## config.mk

```make
export PLATFORM = sky130hd
export DESIGN_NAME = sub16_seq
export DESIGN_NICKNAME = d
export VERILOG_FILES = /design/src/rtl/sub16_seq.sv
export SDC_FILE = /design/constraint.sdc
export NUM_CORES = 1
export LEC_CHECK = 0
export BUFFER_PORTS_ARGS = -buffer_cell sky130_fd_sc_hd__clkbuf_2
export CORE_MARGIN = 3
export CORE_UTILIZATION = 40
export CTS_CLUSTER_SIZE = 24
export DETAILED_ROUTE_END_ITERATION = 12
export PLACE_DENSITY = 0.68
export RECOVER_POWER = 25
export SETUP_SLACK_MARGIN = 0.3
export SYNTH_ARGS = -nofsm -noshare
export SYNTH_HDL_FRONTEND = slang
export SYNTH_SLANG_ARGS = --single-unit
```

## constraint.sdc

```tcl
create_clock -name clk -period 2.7 [get_ports clk]
set_clock_uncertainty 0.2 [all_clocks]
set_input_delay 0.135 -clock clk [delete_from_list [all_inputs] [get_ports clk]]
set_output_delay 0.135 -clock clk [all_outputs]
set_load 0.005 [all_outputs]
```

## src/rtl/sub16_seq.sv

```systemverilog
// Sequential 16-bit subtractor: a16 - b16 - borrow_in, CHUNK bits per BUSY cycle with valid/ready handshakes.
// Optional macro SUB16_SEQ_OVF_EN adds the signed-overflow output ovf.
module sub16_seq #(
    parameter int CHUNK = 4
) (
    input  logic        clk,
    input  logic        rst_n,
    input  logic        in_valid,
    output logic        in_ready,
    input  logic [15:0] a16,
    input  logic [15:0] b16,
    input  logic        borrow_in,
    output logic        out_valid,
    input  logic        out_ready,
    output logic [15:0] diff16,
    output logic        borrow_out,
    output logic        zero
`ifdef SUB16_SEQ_OVF_EN
    ,
    output logic        ovf
`endif
);

    localparam int STEPS = 16 / CHUNK;
    localparam logic [4:0] LAST_STEP = 5'(STEPS - 1);

    typedef enum logic [1:0] {
        IDLE = 2'd0,
        BUSY = 2'd1,
        DONE = 2'd2
    } state_t;

    state_t      state_q, state_d;
    logic [4:0]  step_q, step_d;
    logic [15:0] a_q, a_d;
    logic [15:0] b_q, b_d;
    logic        borrow_q, borrow_d;
    logic [15:0] diff_q, diff_d;
    logic [CHUNK:0] chunk_res;

    always_ff @(posedge clk or negedge rst_n) begin
        if (!rst_n) begin
            state_q  <= IDLE;
            step_q   <= '0;
            a_q      <= '0;
            b_q      <= '0;
            borrow_q <= 1'b0;
            diff_q   <= '0;
        end else begin
            state_q  <= state_d;
            step_q   <= step_d;
            a_q      <= a_d;
            b_q      <= b_d;
            borrow_q <= borrow_d;
            diff_q   <= diff_d;
        end
    end

    always_comb begin
        state_d  = state_q;
        step_d   = step_q;
        a_d      = a_q;
        b_d      = b_q;
        borrow_d = borrow_q;
        diff_d   = diff_q;
        // One extra top bit of the widened difference is the borrow out of this chunk.
        chunk_res = {1'b0, a_q[step_q*CHUNK +: CHUNK]}
                  - {1'b0, b_q[step_q*CHUNK +: CHUNK]}
                  - {{CHUNK{1'b0}}, borrow_q};
        case (state_q)
            IDLE: begin
                if (in_valid) begin
                    a_d      = a16;
                    b_d      = b16;
                    borrow_d = borrow_in;
                    step_d   = '0;
                    state_d  = BUSY;
                end
            end
            BUSY: begin
                diff_d[step_q*CHUNK +: CHUNK] = chunk_res[CHUNK-1:0];
                borrow_d = chunk_res[CHUNK];
                step_d   = step_q + 5'd1;
                if (step_q == LAST_STEP) begin
                    state_d = DONE;
                end
            end
            DONE: begin
                if (out_ready) begin
                    state_d = IDLE;
                end
            end
            default: state_d = IDLE;
        endcase
    end

    assign in_ready   = (state_q == IDLE);
    assign out_valid  = (state_q == DONE);
    assign diff16     = diff_q;
    assign borrow_out = borrow_q;
    // Gated by DONE so the reset-cleared diff register does not read as a zero result.
    assign zero       = out_valid && (diff_q == 16'h0000);

`ifdef SUB16_SEQ_OVF_EN
    assign ovf = out_valid && (a_q[15] != b_q[15]) && (diff_q[15] != a_q[15]);
`endif

endmodule

```

==> results summary <==
The synthesized net count came out at 334. The number of buffers and inverters on the critical path is 2. The internal power consumption came out at 3.43 mW. Traced cell by cell, the critical path runs through buf_6, mux4_2, nand2_2, fa_2, inv_1, fa_2, xnor2_2, nor2b_1, mux2_2. The worst path uses 98.9% of the clock period. The net switching power is roughly 2.2 mW. The floorplan step defined a die boundary enclosing 0.00804 mm². Setup violations remaining at the end of the flow were counted as 0. The final estimated routing congestion in global placement is 0.807. Static timing analysis puts the maximum clock frequency at 375 MHz. The pin count of the biggest net entering global routing is 37. The all-layer global routing usage came out at 18.4%. The post-synthesis area per instance came out at between 9 and 10 µm². In this run, distinct cell masters in the synthesized netlist total 34. The yosys synthesis warning count came out at 0. The delay of the slowest cell on the worst path came out at roughly 0.50 ns. In this run the standard cell core region covers 0.00657 mm².

The number of pins exceeding their max-slew limit in the final report came out at 0. The I/O pin count is 57. The total standard cell area after synthesis is 0.00280 mm². The first global-routing pass estimated 11,400 µm of wire. The residual antenna-violating net count after detailed routing is 0.

After routing, the total negative slack on setup checks comes to 0 ns. The deepest level of the CTS H-tree came out at 2. The synthesis-stage register bit count came out at 56. The library cell contributing the largest single delay on the critical path is sky130_fd_sc_hd__mux4_2. The type of origin of the critical path is a register. The maximum clock path buffer count came out at 2. The global-route congestion overflow total came out at 0. The via density per instance is ~4.8. At the worst endpoint, the arrival time is around 2.7 ns. TritonCTS built the clock tree.

The maximum resistive drop on vdd is about 700 µV. The detailed-placement wirelength estimate came out at between 4000 and 5000 µm. Compared with the post-synthesis result, the final layout area differs by 44.0%. For this block, the routed nets add up to 6760 µm of wire.

The switching share of power came out at between 30% and 40%. 0 antenna diodes ended up in the layout. Fill cells in the final layout number 555. The slew at the pin with the worst max-slew slack came out at 1.19 ns.

The net count of the finished layout is 447. The required time of the critical path came out at 2.71 ns. The insertion delay to the later sink of the worst-skew pair is 0.31 ns. The die is 89.7 µm tall. The flow ran to the end, and the final reports show no timing, DRC or antenna violations. STA classifies the critical path endpoint as a register. The static power due to leakage is 2.02 nW. The relative max-transition margin is 20.9%. The logic gate share of total power came out at between 60% and 70%. The number of rows in the core area is 29. Power spread over the standard cell area amounts to 1410 mW/mm². The cell sitting at the root of the clock tree is a sky130_fd_sc_hd__clkbuf_8. The maximum net fanout on the critical path came out at 3. The register area share after synthesis is roughly half. The clock share of power came out at 11.5%. The count of buffers added on input and output ports is 56. The initial antenna violation count is 0.

The number of detailed-routing iterations run before antenna repair is 4. The cell that appears most often on the critical path is sky130_fd_sc_hd__fa_2. Per report_power, the sequential group accounts for 25.9% of the total. The core utilization of the finished layout is between 60% and 70%. The gate count after technology mapping came out at around 290. The share of layout cells above drive strength 1 is 33.6%.

The TritonCTS buffer count came out at 5. Setup repair after global routing could not meet its margin everywhere. The final routed DRC violation total is 0. The tightest min-delay check is of the primary input to register type. The cell family contributing the most delay on the critical path is multiplexers. In this run, the number of DRC markers left after iteration 0 of detailed routing was 85. The clock period minus final worst setup slack came out at 2.67 ns. Dividing the detail-routed wire length by the instance count gives 13.7 µm. The initial standard-cell utilization of the core came out at 42.6%. The via count came out at 2,378. The clock sink total came out at 56. The setup path with the least slack is of type register to register.

The count of final hold-check violations is 0. The die outline width is 89.7 µm. The clock edge transition at the registers on the reported setup and hold paths came out at 0.10 ns. The max-cap check violation count came out at 0. The number of global-route vias before repair came to 2,432.
## repair_timing
| action | 4_1_cts | 5_1_grt |
|---|---|---|
| pin swaps | 7 | 5 |
| hold endpoints to repair | 90 | 0 |
| hold buffers | 35 | 0 |
| endpoints found under the setup margin | 15 | 17 |
| gates cloned | 0 | 0 |
| buffers inserted | 9 | 1 |
| resized for setup | 15 | 8 |
## placed cells by master (no fill, tap or decap), drive strengths merged, types with 4 or more instances in the layout
cell	n
nand2	109
clkbuf	62
dfrtp	56
dlygate4sd3	35
buf	28
inv	16
mux2	13
mux4	7
nand4	7
ha	7
o21ai	6
nor4	6
nor2	5
mux2i	5
nand3	4
nand2b	4
and2	4
xnor2	4
## synthesized netlist by cell type (all sizes together)
cell | number | area [µm²]
nand2 | 109 | 409
dfrtp | 56 | 1400
inv | 15 | 56.3
mux2 | 13 | 146
clkbuf | 10 | 37.5
ha | 7 | 87.6
mux4 | 7 | 158
nand4 | 7 | 43.8
nor4 | 6 | 37.5
o21ai | 6 | 30.0
mux2i | 5 | 50.1
nor2 | 5 | 18.8
and2 | 4 | 25.0
buf | 4 | 25.0
nand2b | 4 | 25.0
nand3 | 4 | 20.0
xnor2 | 4 | 35.0
a21oi | 3 | 15.0
fa | 2 | 40.0
nand4b | 2 | 17.5
nor2b | 2 | 12.5
nor3 | 2 | 10.0
nor4b | 2 | 17.5
a211oi | 1 | 7.51
a311oi | 1 | 15.0
and3 | 1 | 6.26
nor3b | 1 | 7.51
o211ai | 1 | 7.51
o21bai | 1 | 7.51
o31ai | 1 | 7.51
o41ai | 1 | 16.3
or3 | 1 | 6.26
## per-stage QoR
stage | instances | hold WS, ns | worst slack [ns] | total power [mW] | area [µm²]
final | 495 | 0.135 | 0.0300 | 5.67 | 4030
after global routing | 495 | 0.182 | -0.0489 | 6.12 | 4030
after CTS | 494 | 0.134 | 0.0285 | 5.60 | 3990
after detailed placement | 442 | -0.0582 | 0.00947 | 4.35 | 3340
after global placement | 442 | -0.0555 | 0.0608 | 4.26 | 3340
after floorplan | 288 | -0.361 | -0.112 | 3.51 | 2880
## flip-flops by register name (all words and copies together), names as in the netlist
name,flops
a_q,16
b_q,16
state_q,2
borrow_out,1
step_q,5
diff16,16
## worst paths after layout
| kind | start | to | slack [ns] | cells past startpoint |
|---|---|---|---|---|
| worst min register to register | a_q[7] | a_q[7] | 0.28 | 2 |
| worst max-delay path | step_q[0] | diff16[10] | 0.03 | 9 |
| max in group asynchronous | rst_n | diff16[5] | 1.09 | 3 |
| worst max register to register | step_q[0] | diff16[10] | 0.03 | 9 |
| worst min-delay path | in_valid | state_q[0] | 0.13 | 4 |
| min in group asynchronous | rst_n | b_q[8] | 0.21 | 3 |
## layer usage
layer	share of wire (%)	GRT usage [%]	routed length (µm)
met5	0	0	0
met4	1.1	5.28	75
met3	3.8	2.92	255
met2	51	31.6	3430
met1	44	24.2	3000
## worst reg2reg max path, stage by stage, from the launching register on
cell	delay, ns
sky130_fd_sc_hd__dfrtp_2	0.41
sky130_fd_sc_hd__buf_6	0.11
sky130_fd_sc_hd__mux4_2	0.50
sky130_fd_sc_hd__nand2_2	0.09
sky130_fd_sc_hd__fa_2	0.23
sky130_fd_sc_hd__inv_1	0.06
sky130_fd_sc_hd__fa_2	0.37
sky130_fd_sc_hd__xnor2_2	0.17
sky130_fd_sc_hd__nor2b_1	0.16
sky130_fd_sc_hd__mux2_2	0.27
## final cells by class
type,count,area [µm²],share of cell area (%)
clock buffer,5,68.8,1.71
multi-input combinational,203,1460,36.1
sequential,56,1400,34.8
tap,93,116,2.89
inverter,15,58.8,1.46
timing repair buffer,120,860,21.3
clock inverter,3,68.8,1.71
## cell families (layout without fill, tap and decap cells)
| group | count (synthesis) | count (layout) | share of synthesized area (%) |
|---|---|---|---|
| flops | 56 | 56 | 50.0 |
| simple gates | 150 | 150 | 23.5 |
| mux | 25 | 25 | 12.6 |
| fa+ha+maj | 9 | 9 | 4.56 |
| xor+xnor | 4 | 4 | 1.25 |
| compound gates | 15 | 15 | 3.80 |
| buf+inv | 29 | 143 | 4.24 |
## power by group through the flow
stage / sequential [mW] / clock, mW / combinational [mW]
global route: 1.52 / 0.701 / 3.90
floorplan: 1.40 / 0 / 2.11
detailed placement: 1.48 / 0 / 2.87
finish: 1.47 / 0.649 / 3.55
global placement: 1.47 / 0 / 2.79
CTS: 1.47 / 0.666 / 3.47
No activity file was read; power rests on OpenSTA's default activity.
